<file path="src/rtl/mem_arb_pkg.sv">
// Shared types and default constants for the instruction/data memory arbiter.
package mem_arb_pkg;

    localparam int unsigned ADDR_W_DEF     = 32;
    localparam int unsigned DATA_W_DEF     = 32;
    localparam int unsigned STARVE_MAX_DEF = 4;

    typedef enum logic [1:0] {
        IDLE   = 2'd0,
        RESP_I = 2'd1,
        RESP_D = 2'd2
    } resp_state_e;

endpackage

</file>
<file path="src/rtl/mem_arb_prio.sv">
// Grant selection between the fetch and data ports. Data port has priority; with
// MEM_ARB_STARVE_GUARD_EN defined, a starvation counter forces one fetch grant.
module mem_arb_prio
    import mem_arb_pkg::*;
#(
    parameter int unsigned STARVE_MAX = STARVE_MAX_DEF
) (
`ifdef MEM_ARB_STARVE_GUARD_EN
    input  logic clk,
    input  logic rst,
`endif
    input  logic i_req,
    input  logic d_req,
    output logic i_gnt,
    output logic d_gnt
);

    logic i_force_s;

`ifdef MEM_ARB_STARVE_GUARD_EN
    localparam int unsigned CNT_W = (STARVE_MAX < 1) ? 1 : $clog2(STARVE_MAX + 1);

    logic [CNT_W-1:0] starve_cnt_r;

    assign i_force_s = (starve_cnt_r == CNT_W'(STARVE_MAX));

    // Count data wins taken while the fetch port waits; any fetch grant or idle fetch port clears it.
    always_ff @(posedge clk or posedge rst) begin
        if (rst) begin
            starve_cnt_r <= {CNT_W{1'b0}};
        end else if (i_gnt || !i_req) begin
            starve_cnt_r <= {CNT_W{1'b0}};
        end else if (d_gnt) begin
            starve_cnt_r <= starve_cnt_r + CNT_W'(1);
        end else begin
            starve_cnt_r <= starve_cnt_r;
        end
    end
`else
    assign i_force_s = 1'b0;
`endif

    // One grant per cycle: data wins unless the fetch port has been starved long enough.
    always_comb begin
        i_gnt = 1'b0;
        d_gnt = 1'b0;
        if (d_req && !(i_req && i_force_s)) begin
            d_gnt = 1'b1;
        end else if (i_req) begin
            i_gnt = 1'b1;
        end else begin
            i_gnt = 1'b0;
            d_gnt = 1'b0;
        end
    end

endmodule

</file>
<file path="src/rtl/mem_arbiter.sv">
// Two-port (fetch/data) arbiter onto a single 1-cycle-latency memory.
// Optional fetch starvation guard enabled by defining MEM_ARB_STARVE_GUARD_EN.
module mem_arbiter
    import mem_arb_pkg::*;
#(
    parameter int unsigned ADDR_W     = ADDR_W_DEF,
    parameter int unsigned DATA_W     = DATA_W_DEF,
    parameter int unsigned STARVE_MAX = STARVE_MAX_DEF
) (
    input  logic              clk,
    input  logic              rst,
    input  logic              i_req,
    input  logic [ADDR_W-1:0] i_addr,
    output logic              i_gnt,
    output logic              i_rvalid,
    output logic [DATA_W-1:0] i_rdata,
    input  logic              d_req,
    input  logic              d_wen,
    input  logic [ADDR_W-1:0] d_addr,
    input  logic [DATA_W-1:0] d_wdata,
    output logic              d_gnt,
    output logic              d_rvalid,
    output logic [DATA_W-1:0] d_rdata,
    output logic              mem_en,
    output logic              mem_wen,
    output logic [ADDR_W-1:0] mem_addr,
    output logic [DATA_W-1:0] mem_wdata,
    input  logic [DATA_W-1:0] mem_rdata
);

    resp_state_e       state_r;
    resp_state_e       state_next_s;
    logic              wen_r;
    logic [DATA_W-1:0] i_rdata_r;
    logic [DATA_W-1:0] d_rdata_r;
    logic              i_req_s;
    logic              d_req_s;

    // Requests are masked while reset is held so no grant or strobe escapes.
    assign i_req_s = i_req & ~rst;
    assign d_req_s = d_req & ~rst;

    mem_arb_prio #(
        .STARVE_MAX (STARVE_MAX)
    ) u_prio (
`ifdef MEM_ARB_STARVE_GUARD_EN
        .clk   (clk),
        .rst   (rst),
`endif
        .i_req (i_req_s),
        .d_req (d_req_s),
        .i_gnt (i_gnt),
        .d_gnt (d_gnt)
    );

    assign mem_en    = i_gnt | d_gnt;
    assign mem_wen   = d_gnt & d_wen;
    assign mem_addr  = d_gnt ? d_addr : i_addr;
    assign mem_wdata = d_wdata;

    // Response FSM state register.
    always_ff @(posedge clk or posedge rst) begin
        if (rst) begin
            state_r <= IDLE;
        end else begin
            state_r <= state_next_s;
        end
    end

    // Next state tracks this cycle's grant; rvalid flags decode the current state.
    always_comb begin
        state_next_s = IDLE;
        i_rvalid     = 1'b0;
        d_rvalid     = 1'b0;
        if (i_gnt) begin
            state_next_s = RESP_I;
        end else if (d_gnt) begin
            state_next_s = RESP_D;
        end else begin
            state_next_s = IDLE;
        end
        case (state_r)
            RESP_I:  i_rvalid = 1'b1;
            RESP_D:  d_rvalid = 1'b1;
            default: begin
                i_rvalid = 1'b0;
                d_rvalid = 1'b0;
            end
        endcase
    end

    // Latch the data access direction and capture returning read data per port.
    always_ff @(posedge clk or posedge rst) begin
        if (rst) begin
            wen_r     <= 1'b0;
            i_rdata_r <= {DATA_W{1'b0}};
            d_rdata_r <= {DATA_W{1'b0}};
        end else begin
            if (d_gnt) begin
                wen_r <= d_wen;
            end else begin
                wen_r <= wen_r;
            end
            if (state_r == RESP_I) begin
                i_rdata_r <= mem_rdata;
            end else begin
                i_rdata_r <= i_rdata_r;
            end
            if ((state_r == RESP_D) && !wen_r) begin
                d_rdata_r <= mem_rdata;
            end else begin
                d_rdata_r <= d_rdata_r;
            end
        end
    end

    // Present memory data alongside rvalid; hold the captured value otherwise.
    always_comb begin
        i_rdata = i_rdata_r;
        d_rdata = d_rdata_r;
        if (state_r == RESP_I) begin
            i_rdata = mem_rdata;
        end else begin
            i_rdata = i_rdata_r;
        end
        if ((state_r == RESP_D) && !wen_r) begin
            d_rdata = mem_rdata;
        end else begin
            d_rdata = d_rdata_r;
        end
    end

endmodule

</file>
<file path="config.mk">
export PLATFORM = sky130hd
export DESIGN_NAME = mem_arbiter
export DESIGN_NICKNAME = d
export VERILOG_FILES = /design/src/rtl/mem_arb_pkg.sv /design/src/rtl/mem_arb_prio.sv /design/src/rtl/mem_arbiter.sv
export SDC_FILE = /design/constraint.sdc
export NUM_CORES = 1
export LEC_CHECK = 0
export ABC_CLOCK_PERIOD_IN_PS = 3770
export CORE_AREA = 2 2 105 107
export DETAILED_ROUTE_END_ITERATION = 12
export DIE_AREA = 0 0 107 109
export PLACE_DENSITY = 0.77
export SYNTH_ARGS = -nofsm -noshare
export SYNTH_HDL_FRONTEND = slang
export SYNTH_HIERARCHICAL = 1
export SYNTH_SLANG_ARGS = --single-unit
</file>
<file path="constraint.sdc">
create_clock -name clk -period 3.77 [get_ports clk]
set_input_delay 1.131 -clock clk [delete_from_list [all_inputs] [get_ports clk]]
set_output_delay 1.131 -clock clk [all_outputs]
set_load 0.01 [all_outputs]
</file>
# [Word level (Yosys, flattened, before mapping)]
# Cells that the tools add are included.
[op_classes] bitwise_logic=5 muxes=10 reduce_logical=2 n_eq_ne=2
[op_table] cell="$mux W32" count=3
[op_table] cell="$mux W1" count=5
[op_table] cell="$mux W2" count=2
[op_table] cell="$and A1 B1 Y1" count=3
[op_table] cell="$eq A2 B1 Y1 const B" count=1
[op_table] cell="$eq A2 B2 Y1 const B" count=1
[op_table] cell="$logic_and A1 B1 Y1" count=1
[op_table] cell="$logic_not A1 Y1" count=1
[op_table] cell="$not A1 Y1" count=1
[op_table] cell="$or A1 B1 Y1" count=1
[totals] out_inout_bits=134 input_bits=133 register_bits=67 word_cells=23

# [Longest topological paths before layout]
# Gate-level depths: netlist of run 1.
[depth] word_depth=5 ltp_mapped=5

# [Modules after synthesis]
# The synthesis of run 1 kept the hierarchy.
[modules_own_cells] mod="mem_arbiter" cells_each=216 area_each_um2=3174.3 instances=1
[modules_own_cells] mod="mem_arb_prio" cells_each=2 area_each_um2=21.3 instances=1

# [Worst setup path after synthesis of run 1]
# OpenSTA, ideal clock, no wires.
[synth_path] kind="input -> output" startpoint="in d_req" endpoint="out mem_addr[10]" slack_ns=0.335 arrival_ns=2.304 path_stages=5 path_cell_list="nor2b_1 buf_4 buf_2 buf_2 mux2_2"
[synth_between] elab_chain_cells=3
[synth_lines] item="start: declaration" line_no="mem_arbiter.sv:17" text="input logic d_req,"
[synth_lines] item="$and A1 B1 Y1" line_no="mem_arbiter.sv:41" text="assign d_req_s = d_req & ~rst;"
[synth_lines] item="$mux W1" line_no="mem_arb_prio.sv:47" text="if (d_req && !(i_req && i_force_s)) begin"
[synth_lines] item="net d_gnt" line_no="mem_arbiter.sv:21" text="output logic d_gnt,"
[synth_lines] item="$mux W32" line_no="mem_arbiter.sv:58" text="assign mem_addr = d_gnt ? d_addr : i_addr;"
[synth_lines] item="end: declaration" line_no="mem_arbiter.sv:26" text="output logic [ADDR_W-1:0] mem_addr,"
# The timed path passes the listed nets, and every way through them passes these cells.

# [Worst setup path in the final report of run 1]
[layout_path] startpoint="in d_req" endpoint="out mem_addr[6]"
[layout_between] elab_chain_cells=3
[layout_lines] item="$and A1 B1 Y1" line_no="mem_arbiter.sv:41"
[layout_lines] item="$mux W1" line_no="mem_arb_prio.sv:47"
[layout_lines] item="$mux W32" line_no="mem_arbiter.sv:58"
# No other way between the ends.

==> run metrics, run 1 <==
class of the tightest hold or removal check=reg -> reg; first-pass GRT wire length=15000 µm; final period utilization=0.971; area taken by flip-flops and latches=approximately 1700 µm²; total number of vias=2400; cell-internal power=1850 µW; Worst Hold Path Cells=1; number of cells in the design after placement=523; family with the most delay on the worst path=buffers and inverters; width of the die=107 µm; Design Area, Final=~5400 µm²; R2R depth=3; count of filler cells inserted in the layout=947; total number of H-tree levels=3; cell area after placement=roughly 5200 µm²; endpoint arrival time on the critical path=approximately 2.5 ns; TritonCTS clock tree=yes; reported leakage power=0.00223 µW; core region area=between 10000 and 15000 µm²; minimum setup slack among reg-to-reg paths=2.28 ns; number of DRC markers after the initial detailed-route iteration=46; fin cells=543; critical-path cell list=dlygate4sd2_1 > nor2b_4 > buf_6 > bufbuf_16 > mux2_2 > dlygate4sd2_1; reg2reg start=state_r[0]; RSZ-0062 raised after global routing=false; startpoint type of the worst setup path=input port; clock edge transition at the registers on the reported setup and hold paths=0.08 ns; clock latency of the later-clocked register in the worst-skew pair=0.34 ns; Routed Antenna Nets=0; total chip power=2550 µW; estimated wirelength of the detail-placed design=8040 µm; antenna cell count=0; Max Root-Sink Buffers=2; gr ovfl total=0; routed vias/inst=4.42; number of max-capacitance violations reported=0; Total Die Area=11700 µm²; hold_buf cts=0; Least-Margin Pin Slew=between 0.6 and 0.7 ns; clock buffers created by TritonCTS=9; #FFs+latches synth=67; library cell occupying the most area in the post-synthesis netlist=sky130_fd_sc_hd__dfrtp_1; Max FO, Critical Path=9; area taken by multi-input logic gates=1190 µm²; maximum number of pins on one net before global-route repair=34; part of the total power dissipated in the clock network=0.241; average size of a mapped cell=14.7 µm²; number of DRC violations after detailed routing=0; CP Data Required Time=approximately 2.6 ns; post-synth design cell area=3200 µm²; initial antenna violation count=0; sequential power share=0.371; classification of the worst setup path=in -> out; count of different cell masters after synthesis=12; Fmax=roughly 270 MHz; nets@finish=531; Layout Area Growth over Synthesis=69.4%; GRT Util Overall=0.172; detailed-route wire length=10300 µm; area share of the leading cell type in the synthesized netlist=0.525; synthesized instance count=218; final setup violating endpoints=0; relative slew slack=0.546; Hold Path Sink=d_rdata_r[24]; number of top-level pins=267; min Tclk post-route=around 3.7 ns; Max stage delay cell, worst path=sky130_fd_sc_hd__mux2_2; min-delay src=d_rdata_r[24]; maximum cell stage delay along the critical path=0.33 ns; count of endpoints failing hold in the final timing report=0; fin. max-slew vios=0; via count of the first global-routing pass=2642; number of rows created at floorplan=38; Avg WL per Cell=19.0 µm; net count after synthesis=about 350; Yosys warning count=6; net switching power of the design=701 µW; proportion of synthesized chip area in sequential cells=0.525; Critical R2R Capture=d_rdata_r[0]; Sw Ratio=0.275; result of the run=complete, no violations; worst hold margin=0.487 ns; Worst Setup End Kind=output port; Synth area leaders=sky130_fd_sc_hd__dfrtp_1 52%, sky130_fd_sc_hd__mux2_2 34%, sky130_fd_sc_hd__buf_4 7.8%; power density relative to cell area=about 470 nW/µm²; final clock skew=0.0113 ns; TritonCTS Sinks=67; number of port buffers=202; number of buffers and inverters on the critical path=4; commonest cells in the netlist=96 x sky130_fd_sc_hd__mux2_2, 67 x sky130_fd_sc_hd__dfrtp_1, 33 x sky130_fd_sc_hd__buf_4; number of iterations in the first detailed-routing pass=4; combinational power share=0.388; starting density of the core=0.301; Synth async-reset ratio=1.00; most repeated library cell on the critical path=sky130_fd_sc_hd__dlygate4sd2_1; Final GP Congestion=0.723; peak ir drop on the vdd network=251 µV; most common cell in the synthesized netlist=sky130_fd_sc_hd__mux2_2; number of synthesized flops with an enable pin=0; vertical die dimension=around 110 µm; prevailing post-synth register cell=sky130_fd_sc_hd__dfrtp_1; fraction of layout instances using a drive strength above 1=0.325; Root Buffer=sky130_fd_sc_hd__clkbuf_8
[worst max-delay path by stage]
stage | from | to | slack, ns | cells past startpoint
floorplan | d_req | mem_addr[10] | 0.34 | 5
global placement | rst | mem_addr[29] | -0.27 | 5
detailed placement | rst | mem_addr[29] | -0.29 | 5
CTS | rst | mem_addr[6] | 0.04 | 6
global route | d_req | mem_addr[6] | 0.04 | 6
finish | d_req | mem_addr[6] | 0.11 | 6
[placed cells by master (no fill, tap or decap)]
cell type / n
sky130_fd_sc_hd__buf_6: 2
sky130_fd_sc_hd__inv_6: 2
sky130_fd_sc_hd__nor2b_4: 3
sky130_fd_sc_hd__or2_2: 1
sky130_fd_sc_hd__and2_1: 1
sky130_fd_sc_hd__nor2b_1: 3
sky130_fd_sc_hd__bufbuf_16: 2
sky130_fd_sc_hd__clkinvlp_4: 2
sky130_fd_sc_hd__clkbuf_2: 1
sky130_fd_sc_hd__buf_4: 4
sky130_fd_sc_hd__mux2_4: 1
sky130_fd_sc_hd__clkinv_4: 1
sky130_fd_sc_hd__clkbuf_8: 10
sky130_fd_sc_hd__bufinv_16: 1
sky130_fd_sc_hd__inv_2: 1
sky130_fd_sc_hd__dlygate4sd2_1: 34
sky130_fd_sc_hd__clkdlybuf4s50_1: 166
sky130_fd_sc_hd__buf_12: 4
sky130_fd_sc_hd__mux2_1: 1
sky130_fd_sc_hd__dfrtp_1: 67
sky130_fd_sc_hd__mux2_2: 95
sky130_fd_sc_hd__nor3b_4: 1
[flip-flops by register name (all words and copies together), names as in the netlist]
| register | cells |
|---|---|
| i_rdata_r | 32 |
| wen_r | 1 |
| d_rdata_r | 32 |
| state_r | 2 |
[final cells by class]
| cell class | count | area share |
|---|---|---|
| clock buffers | 10 | 0.0254 |
| multi-input cells | 106 | 0.219 |
| clock inverters | 6 | 0.0132 |
| flip-flops and latches | 67 | 0.310 |
| repair buffers | 213 | 0.399 |
| inverters | 1 | 0.000693 |
| well taps | 140 | 0.0324 |
[power groups by stage]
stage               Combinational [µW]  Clock [µW]  Sequential, µW
global placement                   987           0             951
finish                             988         615             944
floorplan                          451           0             944
CTS                               1000         643             948
detailed placement                1000           0             962
global route                      1050         681             966
[metal layers]
metal	wire, µm	vias to the layer above	track usage
met5	0	-	0
met4	146	0	0.0510
met3	945	12	0.0693
met2	5600	145	0.318
met1	3630	1162	0.181
li1	-	1081	-
[kinds of logic (layout without fill, tap and decap cells)]
logic type | Yosys count | after routing | share of synthesized area
flops | 67 | 67 | 0.525
buf+inv | 45 | 230 | 0.110
simple gates | 9 | 9 | 0.0239
mux | 97 | 97 | 0.342
[timing repair]
action,CTS,global route
resized for setup,42,2
setup endpoints to repair,35,5
cloned,2,0
buffers inserted,2,0
[per-stage QoR]
step / setup TNS (ns) / utilization / setup slack, ns
6_report: 0 / 0.511 / 0.111
4_1_cts: 0 / 0.511 / 0.0375
3_5_place_dp: -7.65 / 0.487 / -0.293
3_3_place_gp: -6.54 / 0.487 / -0.267
5_1_grt: 0 / 0.511 / 0.0442
2_1_floorplan: 0 / - / 0.335
Note: power is estimated with default switching activity, not from simulation.
==> run 2, diff against run 1 <==
--- a/config.mk
+++ b/config.mk
@@ -9,7 +9,7 @@
 export CORE_AREA = 2 2 105 107
 export DETAILED_ROUTE_END_ITERATION = 12
 export DIE_AREA = 0 0 107 109
-export PLACE_DENSITY = 0.77
+export PLACE_DENSITY_LB_ADDON = 0.12
 export SYNTH_ARGS = -nofsm -noshare
 export SYNTH_HDL_FRONTEND = slang
 export SYNTH_HIERARCHICAL = 1
==> run metrics, run 2 (synthesis gave the netlist of run 1 again) <==
number of top-level pins=267 (unchanged); critical-path cell list=clkdlybuf4s50_1 > nor2b_4 > buf_12 > mux2_2 > dlygate4sd2_1; family with the most delay on the worst path=buffers and inverters; class of the tightest hold or removal check=reg -> reg; detailed-route wire length=10800 µm (+4.7%); gr ovfl total=0 (unchanged); TritonCTS clock tree=yes; total chip power=2520 µW (-1.0%); minimum setup slack among reg-to-reg paths=2.24 ns (-0.04 ns); power density relative to cell area=473 nW/µm² (+0.51%); final setup violating endpoints=0 (unchanged); number of DRC markers after the initial detailed-route iteration=65 (+41%); number of buffers and inverters on the critical path=3 (-1); part of the total power dissipated in the clock network=0.235 (-0.006); starting density of the core=0.301 (unchanged); count of filler cells inserted in the layout=965 (+1.9%); Avg WL per Cell=19.8 µm (+4.2%); Max FO, Critical Path=8 (-1); number of DRC violations after detailed routing=0 (unchanged); total number of H-tree levels=3 (unchanged); clock latency of the later-clocked register in the worst-skew pair=0.35 ns (about the same); number of max-capacitance violations reported=0 (unchanged); count of endpoints failing hold in the final timing report=0 (unchanged); final period utilization=0.989 (+0.0188); number of iterations in the first detailed-routing pass=3 (-1); peak ir drop on the vdd network=197 µV (-21%); cell-internal power=1820 µW (-1.5%); Max stage delay cell, worst path=sky130_fd_sc_hd__clkdlybuf4s50_1; most frequent standard cell in the layout excluding fill and tap cells=sky130_fd_sc_hd__clkdlybuf4s50_1; clock edge transition at the registers on the reported setup and hold paths=0.07 ns (about the same); maximum cell stage delay along the critical path=0.47 ns (+0.14 ns); net switching power of the design=702 µW (+0.18%); Root Buffer=sky130_fd_sc_hd__clkbuf_8; Fmax=268 MHz (-1.9%); cell area after placement=5160 µm² (-0.15%); GRT Util Overall=0.184 (+0.0120); startpoint type of the worst setup path=input port; total negative slack=0 ns (unchanged); number of port buffers=202 (unchanged); clock buffers created by TritonCTS=9 (unchanged); fraction of layout instances using a drive strength above 1=0.387 (+0.0616); combinational power share=0.391 (+0.003); result of the run=complete, no violations; total number of vias=2406 (+0.25%); most used cells in the layout excluding fill and tap cells=165 x sky130_fd_sc_hd__clkdlybuf4s50_1, 91 x sky130_fd_sc_hd__mux2_2, 67 x sky130_fd_sc_hd__dfrtp_1; area taken by flip-flops and latches=1680 µm² (unchanged); Total Die Area=11700 µm² (unchanged); vertical die dimension=109 µm (unchanged); Routed Antenna Nets=0 (unchanged); routed vias/inst=4.41 (-0.30%); Final Core Density=0.503 (-0.00779); sequential power share=0.374 (+0.003); endpoint arrival time on the critical path=2.60 ns (+0.07 ns); RSZ-0062 raised after global routing=false; Final GP Congestion=0.755 (+4.4%); via count of the first global-routing pass=2633 (-0.34%); R2R depth=3 (unchanged); nets@finish=534 (+0.56%); relative slew slack=0.673 (+0.127); area taken by multi-input logic gates=1200 µm² (+1.3%); CP Data Required Time=2.64 ns (about the same); TritonCTS Sinks=67 (unchanged); hold_buf cts=0 (unchanged); first-pass GRT wire length=15500 µm (+3.6%); Least-Margin Pin Slew=0.490 ns (-0.190 ns); Post-Place Setup Slack=-0.308 ns (-0.0153 ns); Worst Hold Path Cells=1 (unchanged); maximum number of pins on one net before global-route repair=65 (+91%); fin. max-slew vios=0 (unchanged); classification of the worst setup path=in -> out; Sw Ratio=0.279 (+0.00336); estimated wirelength of the detail-placed design=8570 µm (+6.5%); number of rows created at floorplan=38 (unchanged); core region area=10600 µm² (unchanged); reported leakage power=0.00224 µW (about the same); Layout Area Growth over Synthesis=66.8%; Worst Setup End Kind=output port; worst setup slack after layout=0.0404 ns (-0.0708 ns); min Tclk post-route=3.73 ns (+0.0708 ns); Max Root-Sink Buffers=2 (unchanged); Top Registers=d_rdata_r: 32 flops, i_rdata_r: 32 flops, state_r: 2 flops; antenna cell count=0 (unchanged); Design Area, Final=5330 µm² (-1.5%); Critical Path Stages=5 (-1); width of the die=107 µm (unchanged); final clock skew=0.0123 ns (+0.000959 ns); initial antenna violation count=0 (unchanged)
run 2: cell types whose count changed in the layout (fill, tap and decap cells not counted), sizes merged, moves of 2 or more:
cell	previous run	this run
clkinv	1	3
clkbuf	11	29
bufbuf	2	0
clkdlybuf4s15	0	3
buf	10	21
dlygate4sd2	34	7
run 2: cell type report:
class | count | share of cell area
timing repair buffer | 216 | 0.390
tap | 140 | 0.0329
clock buffer | 10 | 0.0239
inverter | 1 | 0.000704
multi-input combinational | 106 | 0.226
clock inverter | 6 | 0.0122
sequential | 67 | 0.314
run 2: what timing repair did:
| item | in CTS | in global routing |
|---|---|---|
| pin swaps | 0 | 0 |
| gates resized for setup | 65 | 42 |
| gates cloned | 1 | 0 |
| setup endpoints to repair | 35 | 27 |
| setup buffers | 7 | 0 |
run 2: worst paths after layout:
| check | start | endpoint |
|---|---|---|
| worst max-delay path | d_req | mem_addr[23] |
| worst min-delay path | d_rdata_r[24] | d_rdata_r[24] |
| worst max register to register | state_r[0] | i_rdata_r[21] |
| worst min register to register | d_rdata_r[24] | d_rdata_r[24] |
| max in group asynchronous | rst | d_rdata_r[2] |
| min in group asynchronous | rst | wen_r |
run 2: stage by stage:
stage	hold slack, ns	std cells
4_1_cts	0.495	546
5_1_grt	0.509	546
3_5_place_dp	0.473	522
2_1_floorplan	0.513	218
6_report	0.490	546
3_3_place_gp	0.472	522
run 2: per-layer routing:
layer  global-route usage  up-vias  wire [µm]
met2                0.324      145       5700
met5                    0        -          0
met4               0.0807        0        275
met3               0.0986       16       1290
li1                     -     1083          -
met1                0.181     1162       3540
run 2: power groups by stage:
stage	Clock [µW]	Combinational [µW]	Sequential (µW)
finish	592	986	943
global route	654	1050	964
CTS	613	1010	946
detailed placement	0	1010	961
global placement	0	1010	951
floorplan	0	451	944
==> run 3, diff against run 2 <==
--- a/config.mk
+++ b/config.mk
@@ -6,9 +6,13 @@
 export NUM_CORES = 1
 export LEC_CHECK = 0
 export ABC_CLOCK_PERIOD_IN_PS = 3770
-export CORE_AREA = 2 2 105 107
+export CELL_PAD_IN_SITES_DETAIL_PLACEMENT = 1
+export CELL_PAD_IN_SITES_GLOBAL_PLACEMENT = 2
+export CORE_ASPECT_RATIO = 0.9
+export CORE_MARGIN = 1
+export CORE_UTILIZATION = 18
 export DETAILED_ROUTE_END_ITERATION = 12
-export DIE_AREA = 0 0 107 109
+export MAX_ROUTING_LAYER = met4
 export PLACE_DENSITY_LB_ADDON = 0.12
 export SYNTH_ARGS = -nofsm -noshare
 export SYNTH_HDL_FRONTEND = slang
==> run metrics, run 3 (synthesis gave the netlist of run 1 again) <==
result of the run=complete, no violations; Total Die Area=18300 µm² (+57%); number of DRC markers after the initial detailed-route iteration=22 (-66%); R2R depth=3 (unchanged); clock edge transition at the registers on the reported setup and hold paths=0.05 ns (-0.02 ns); first-pass GRT wire length=15600 µm (+0.49%); core region area=17100 µm² (+61%); number of cells in the design after placement=622 (+19%); min-delay src=d_rdata_r[24]; Avg WL per Cell=15.8 µm (-20%); Worst Setup End Kind=output port; Critical R2R Capture=d_rdata_r[12]; initial antenna violation count=0 (unchanged); TritonCTS Sinks=67 (unchanged); Layout Area Growth over Synthesis=76.6%; routed vias/inst=3.81 (-14%); Max FO, Critical Path=7 (-1); Top Registers=d_rdata_r: 32 flops, i_rdata_r: 32 flops, state_r: 2 flops; number of max-capacitance violations reported=0 (unchanged); via count of the first global-routing pass=2838 (+7.8%); number of iterations in the first detailed-routing pass=4 (+1); width of the die=142 µm (+33%); estimated wirelength of the detail-placed design=7620 µm (-11%); maximum cell stage delay along the critical path=0.33 ns (-0.14 ns); clock latency of the later-clocked register in the worst-skew pair=0.33 ns (-0.02 ns); most repeated library cell on the critical path=sky130_fd_sc_hd__dlygate4sd2_1; total negative slack=0 ns (unchanged); relative slew slack=0.678 (+0.00434); Least-Margin Pin Slew=0.483 ns (-0.00721 ns); maximum number of pins on one net before global-route repair=30 (-54%); classification of the worst setup path=in -> out; clock buffers created by TritonCTS=9 (unchanged); RSZ-0062 raised after global routing=false; count of endpoints failing hold in the final timing report=0 (unchanged); fin cells=643 (+18%); Fmax=272 MHz (+1.6%); gr ovfl total=0 (unchanged); number of rows created at floorplan=45 (+18%); final clock skew=0.00502 ns (-0.00726 ns); final period utilization=0.974 (-0.0153); fin. max-slew vios=0 (unchanged); Worst Hold Path Cells=1 (unchanged); final setup violating endpoints=0 (unchanged); Hold Path Sink=d_rdata_r[24]; CP Data Required Time=2.64 ns (about the same); TritonCTS clock tree=yes; detailed-route wire length=10100 µm (-6.2%); starting density of the core=0.187 (-0.115); GRT Util Overall=0.120 (-0.0647); vertical die dimension=128 µm (+18%); min Tclk post-route=3.67 ns (-0.0578 ns); peak ir drop on the vdd network=169 µV (-14%); most used cells in the layout excluding fill and tap cells=165 x sky130_fd_sc_hd__clkdlybuf4s50_1, 96 x sky130_fd_sc_hd__mux2_2, 67 x sky130_fd_sc_hd__dfrtp_1; number of port buffers=202 (unchanged); Root Buffer=sky130_fd_sc_hd__clkbuf_16; fraction of layout instances using a drive strength above 1=0.328 (-0.0583); number of buffers and inverters on the critical path=4 (+1); reported leakage power=0.00230 µW (+3.0%); minimum setup slack among reg-to-reg paths=2.27 ns (+0.03 ns); Routed Antenna Nets=0 (unchanged); number of DRC violations after detailed routing=0 (unchanged); power density relative to cell area=494 nW/µm² (+4.4%); antenna cell count=0 (unchanged); most frequent standard cell in the layout excluding fill and tap cells=sky130_fd_sc_hd__clkdlybuf4s50_1; Final Core Density=0.330 (-0.173); family with the most delay on the worst path=buffers and inverters; endpoint arrival time on the critical path=2.54 ns (-0.06 ns); number of top-level pins=267 (unchanged); critical-path cell list=dlygate4sd2_1 > nor2b_4 > buf_12 > bufbuf_16 > mux2_2 > dlygate4sd2_1; total number of H-tree levels=3 (unchanged); Final GP Congestion=0.649 (-14%); total number of vias=2448 (+1.7%); Max Root-Sink Buffers=2 (unchanged); startpoint type of the worst setup path=input port; class of the tightest hold or removal check=reg -> reg; nets@finish=536 (+0.37%); Max stage delay cell, worst path=sky130_fd_sc_hd__mux2_2; reg2reg start=state_r[0]
run 3: final cells by class:
class / count / area (µm²)
Timing Repair Buffer: 218 / 2180
Clock buffer: 11 / 243
Clock inverter: 5 / 61.3
Sequential cell: 67 / 1680
Tap cell: 235 / 294
Inverter: 1 / 3.75
Fill cell: 1885 / 11500
Multi-Input combinational cell: 106 / 1180
run 3: timing repair:
action | CTS | global route
hold buffers | 0 | 0
endpoints found under the setup margin | 36 | 2
setup buffers | 3 | 0
resized for setup | 40 | 2
gates cloned | 2 | 0
run 3: worst reg2reg max path, cell delays in order, from the launching register on:
cell and delay [ns]:
sky130_fd_sc_hd__dfrtp_1 0.42, sky130_fd_sc_hd__nor3b_4 0.21, sky130_fd_sc_hd__buf_4 0.34, sky130_fd_sc_hd__mux2_2 0.40
run 3: metrics by stage:
step / power, µW / instance area (µm²) / worst slack (ns) / hold WS [ns]
3_5_place_dp: 1980 / 5290 / -0.299 / 0.475
5_1_grt: 2950 / 5640 / 0.0304 / 0.499
6_report: 2790 / 5640 / 0.0982 / 0.484
4_1_cts: 2850 / 5650 / 0.00358 / 0.488
3_3_place_gp: 1960 / 5290 / -0.289 / 0.469
2_1_floorplan: 1390 / 3200 / 0.335 / 0.513
run 3: worst max path at each step:
stage          start            to  depth (start not counted)
5_1_grt        d_req  mem_addr[15]                          7
2_1_floorplan  d_req  mem_addr[10]                          5
4_1_cts        d_req        mem_en                          8
6_report         rst  mem_addr[22]                          6
3_5_place_dp   d_req  mem_addr[22]                          5
3_3_place_gp   d_req   mem_addr[0]                          5
run 3: power by group:
group / internal (µW) / total, µW / switching (µW)
clock network: 532 / 852 / 320
logic: 616 / 988 / 372
registers: 901 / 945 / 44.0
run 3: per-layer routing:
metal  vias up  track usage  part of all wire
met4         0       0.0348             0.010
li1       1090            -                 -
met2       143        0.194              0.50
met3         9       0.0625              0.12
met1      1206        0.127              0.37
met5         -            -                 0
==> RTL edit 1, RTL diff (flow settings as in run 2) <==
Add a define of `MEM_ARB_STARVE_GUARD_EN`.
--- a/src/rtl/mem_arb_prio.sv
+++ b/src/rtl/mem_arb_prio.sv
@@ -1,5 +1,7 @@
 // Grant selection between the fetch and data ports. Data port has priority; with
 // MEM_ARB_STARVE_GUARD_EN defined, a starvation counter forces one fetch grant.
+`define MEM_ARB_STARVE_GUARD_EN
+
 module mem_arb_prio
     import mem_arb_pkg::*;
 #(
Behaviour: not the same (Yosys sat finds a counterexample within 10 cycles, from zero or initial values and one cycle with rst high).
==> RTL edit 1 against run 2 <==
Count of clock-buffer cells in the layout decreased by 1; critical endpoint is now mem_addr[28]; synthesized area increased by 4.9%; via count increased by 6.4%; sequential cell count increased by 3; critical path type unchanged; wire length decreased by 8.0%; design area increased by 9.4%; power increased by 3.1%; worst setup slack improved by 46 ps; maximum frequency increased by 1.2%; synthesized cell count increased by 7.3%.
==> RTL edit 1: results (changes against run 2) <==
Outcome
  – Status: complete, no violations

Routing
  – Vias per Instance: 4.49 (+2.0%)
  – Drt first pass iters: 4 (+1)
  – DRT iter0 DRCs: 52 (-20%)
  – Routed WL: 9940 um (-8.0%)

Place
  – Place WS: -509 ps (-201 ps)
  – Placement Cell Area: 5360 um^2 (+3.9%)
  – HPWL Detailed: 7220 um (-16%)
  – Placed insts: 543 (+4.0%)

Layout
  – Nets: 560 (+4.9%)
  – Multi-input combinational area share: 23.5% (+0.92 points)
  – Buffering overhead: 39.8% (+0.76 points)
  – Clk tree area frac: 3.37% (-0.25 points)
  – Inverter count: 5 (+4)
  – Count of multi-input gates: 116 (+9.4%)
  – Fill cells: 897 (-7.0%)
  – P&R area growth vs syn: 74.0%
  – Registers with the most flip-flops: d_rdata_r (32), i_rdata_r (32), u_prio/starve_cnt_r (3)

GRT
  – GRT Util Overall: 17.0% (-1.5 points)
  – Vias in the first global route: 2,824 (+7.3%)
  – Wire length of the first global-routing pass: 14,900 um (-3.9%)
  – Pin count of the biggest net entering global routing: 68 (+4.6%)

Synthesis
  – Sequential area share after synthesis: 52.3% (-0.19 points)
  – Syn avg cell area: 14.3 um^2 (-2.3%)
  – Most area-consuming cells after synthesis: dfrtp_1 52%, mux2_2 32%, buf_4 7.2%, buf_6 2.4%, nor2b_1 0.93%

Worst hold path
  – Hold Path End: u_prio/starve_cnt_r[0]
  – Hold path start: u_prio/starve_cnt_r[0]

Timing
  – Worst slew pin tran: 358 ps (-132 ps)
  – Setup Skew: 11.5 ps (-0.753 ps)
  – Worst hold slack: 459 ps (-31.0 ps)
  – Peak Freq: 271 MHz (+1.2%)

Clock tree
  – Postcts setup bufs: 8 (+1)
  – Post-cts sizing count: 201 (+210%)
  – Worst-Skew Late Latency: 330 ps (-20 ps)

Worst setup path
  – Max incr delay on CP: 310 ps (-160 ps)
  – RR Endpoint: wen_r
  – Worst-path fanout max: 7 (-1)
  – Reg2reg setup slack: 1960 ps (-280 ps)

Power
  – Lkg Pwr: 2.47 nW (+11%)
  – Internal cell power: 0.00189 W (+4.0%)
  – Total power: 0.00260 W (+3.1%)
RTL edit 1: cell types whose count changed in the layout (fill, tap and decap cells not counted), moves of 4 or more:
| cell | delta |
|---|---|
| buf_6 | +26 |
| dlygate4sd2_1 | -4 |
| mux2_4 | +19 |
| clkbuf_2 | -19 |
| mux2_2 | -19 |
RTL edit 1: cell families (layout without fill, tap and decap cells):
logic type | count (synthesis) | count (layout) | synth area share [%]
muxes | 97 | 97 | 32.6
AOI/OAI and AO/OA | 3 | 3 | 0.672
and+or+nand+nor | 14 | 14 | 3.03
buffers and inverters | 48 | 244 | 10.7
DFF | 70 | 70 | 52.3
adders and majority gates | 2 | 2 | 0.747
RTL edit 1: per-layer routing:
metal	GRT usage [%]	part of all wire, %	up-vias
met4	7.79	3.0	0
met5	0	0	-
li1	-	-	1155
met2	25.8	48	130
met3	6.52	9.2	34
met1	21.4	40	1242
==> RTL edit 2, RTL diff (settings of run 2) <==
Made on the original files. Re-encode `resp_state_e` (3 states) as one-hot, 3 bits wide.
--- a/src/rtl/mem_arb_pkg.sv
+++ b/src/rtl/mem_arb_pkg.sv
@@ -5,10 +5,10 @@
     localparam int unsigned DATA_W_DEF     = 32;
     localparam int unsigned STARVE_MAX_DEF = 4;
 
-    typedef enum logic [1:0] {
-        IDLE   = 2'd0,
-        RESP_I = 2'd1,
-        RESP_D = 2'd2
+    typedef enum logic [2:0] {
+        IDLE   = 3'b001,
+        RESP_I = 3'b010,
+        RESP_D = 3'b100
     } resp_state_e;
 
 endpackage
Behaviour: same outputs for any inputs over 10 cycles, from zero or initial values and one cycle with rst high; not proved beyond that.
==> RTL edit 2 against run 2 <==
Cell count increased by 1.1%; sequential share of layout area decreased by 0.94 points; maximum frequency increased by 0.26%; power up 10%; worst setup slack better by 9.7 ps; synthesized area increased by 1.2%; clock skew decreased by 0.59 ps; die area unchanged; non-clock buffer count rose by 4; register-to-register slack worse by 60 ps; design area increased by 4.7%; sequential cell count increased by 1; sequential power up 5.6%; wire length shrank 3.8%; largest cell class unchanged.
==> RTL edit 2: results (changes against run 2) <==
Layout
  – Layout Cells excl Fill: 552 (+1.1%)
  – Registers with the most flip-flops: d_rdata_r (32), i_rdata_r (32), state_r (3)
  – Layout cells sized above 1: 33.3% (-5.4 points)
  – Nets: 540 (+1.1%)
  – Antenna diode count: 0 (unchanged)

Power
  – Lkg Pwr: 2.43 nW (+8.7%)
  – Max IR drop VDD: 0.198 mV (+0.23%)

Timing
  – Setup Skew: 11.7 ps (-0.586 ps)
  – Worst slew pin tran: 631 ps (+141 ps)

Synthesis
  – Ys flop type: dfrtp_1
  – Ys async rst share: 100% (unchanged)
  – Post-synth top cells: 94 x mux2_2, 67 x dfrtp_1, 33 x buf_4
  – Count of different cell masters after synthesis: 15 (+3)
  – Yosys warns: 6 (unchanged)
  – Post-Syn Nets: 352 (+0.28%)
  – Sequential area share after synthesis: 52.7% (+0.20 points)
  – Syn avg cell area: 14.8 um^2 (+0.71%)
  – Most area-consuming cells after synthesis: dfrtp_1 52%, mux2_2 33%, buf_4 7.7%, buf_6 2.1%, mux2_1 1.0%

GRT
  – Pin count of the biggest net entering global routing: 41 (-37%)
  – Wire length of the first global-routing pass: 15,000 um (-3.0%)
  – Overflow after GRT: 0 (unchanged)
  – Initial antenna violation count: 0 (unchanged)
  – Vias in the first global route: 2,687 (+2.1%)
  – GRT Util Overall: 17.6% (-0.87 points)

Worst setup path
  – Max incr delay on CP: 310 ps (-160 ps)
  – Cell family with most CP delay: buffers and inverters
  – Worst-path fanout max: 4 (-4)
  – Crit-path slowest cell: mux2_2
  – CP Data Arrival Time: 2590 ps (about the same)

Place
  – HPWL Detailed: 8170 um (-4.6%)
  – Routability congestion estimate: 0.802 (+6.3%)
  – Placement Cell Area: 5210 um^2 (+0.99%)
  – Port Buffer Count: 202 (unchanged)
  – Placed insts: 527 (+0.96%)

Routing
  – DR WL/cell: 18.8 um (-4.8%)
  – DRT iter0 DRCs: 42 (-35%)
  – Drt first pass iters: 4 (+1)
  – Via Count: 2,452 (+1.9%)

Clock tree
  – Worst-Skew Late Latency: 330 ps (-20 ps)
  – CTS Buf Count: 9 (unchanged)
  – Clock root buffer: clkbuf_8
  – CTS Buffer Depth: 2 (unchanged)
  – Number of H-tree levels: 3 (unchanged)
  – Clk pin slew, worst setup/hold paths: 80 ps

Worst hold path
  – Hold crit path type: flop to flop

Outcome
  – Status: complete, no violations
## RTL edit 2: cell types whose count changed in the layout (fill, tap and decap cells not counted), moves of 4 or more
| cell | delta |
|---|---|
| buf_2 | -7 |
| mux2_4 | -4 |
| dlygate4sd2_1 | +10 |
| clkbuf_2 | -18 |
| dlymetal6s2s_1 | +14 |
| buf_4 | +5 |
## RTL edit 2: per-stage QoR
stage	hold slack, ps	TNS (ps)	setup WS (ps)
6_report	489	0	50.1
3_3_place_gp	467	-5510	-198
2_1_floorplan	513	0	335
4_1_cts	492	0	4.98
3_5_place_dp	474	-5940	-208
5_1_grt	510	0	5.73
## RTL edit 2: area by class of cell
type	instances	area (um^2)
clock buffer	9	124
clock inverter	7	97.6
tap	140	175
inverter	2	7.51
multi-input combinational	106	1200
fill	938	5020
sequential	68	1700
timing repair buffer	220	2280
## RTL edit 2: cells by family after synthesis
logic type | share of synthesized area (%)
flip-flops | 52.7
multiplexers | 33.8
AND/OR/NAND/NOR | 2.94
buffers and inverters | 10.6
## RTL edit 2: path summary, 6_finish.rpt
| path | slack [ps] | end | cells past startpoint | start |
|---|---|---|---|---|
| max reg2reg | 2180 | d_rdata_r[3] | 3 | state_r[1] |
| min reg2reg | 490 | d_rdata_r[4] | 1 | d_rdata_r[4] |
| max | 50 | mem_addr[4] | 8 | rst |
| min | 490 | d_rdata_r[4] | 1 | d_rdata_r[4] |
| min in group asynchronous | 1210 | i_rdata_r[13] | 3 | rst |
| max in group asynchronous | 1850 | state_r[0] | 4 | rst |
## RTL edit 2: report_power, final
part	leakage (nW)	internal, W	total [W]	switching (W)
logic	1.50	0.000701	0.00112	0.000417
clock network	0.106	0.000376	0.000661	0.000285
registers	0.824	0.000945	0.000996	0.0000514
total	2.43	0.00202	0.00278	0.000754
## RTL edit 2: timing repair
item	in CTS	in global routing
setup buffers	6	0
gates resized for setup	29	17
gates cloned	3	0
setup endpoints to repair	35	17
## RTL edit 2: metal layers
layer / vias to the layer above / share of wire [%] / track usage [%]
li1: 1101 / - / -
met1: 1207 / 33 / 17.0
met2: 136 / 53 / 32.1
met3: 8 / 12 / 9.74
met4: 0 / 1.5 / 5.29
met5: - / 0 / 0
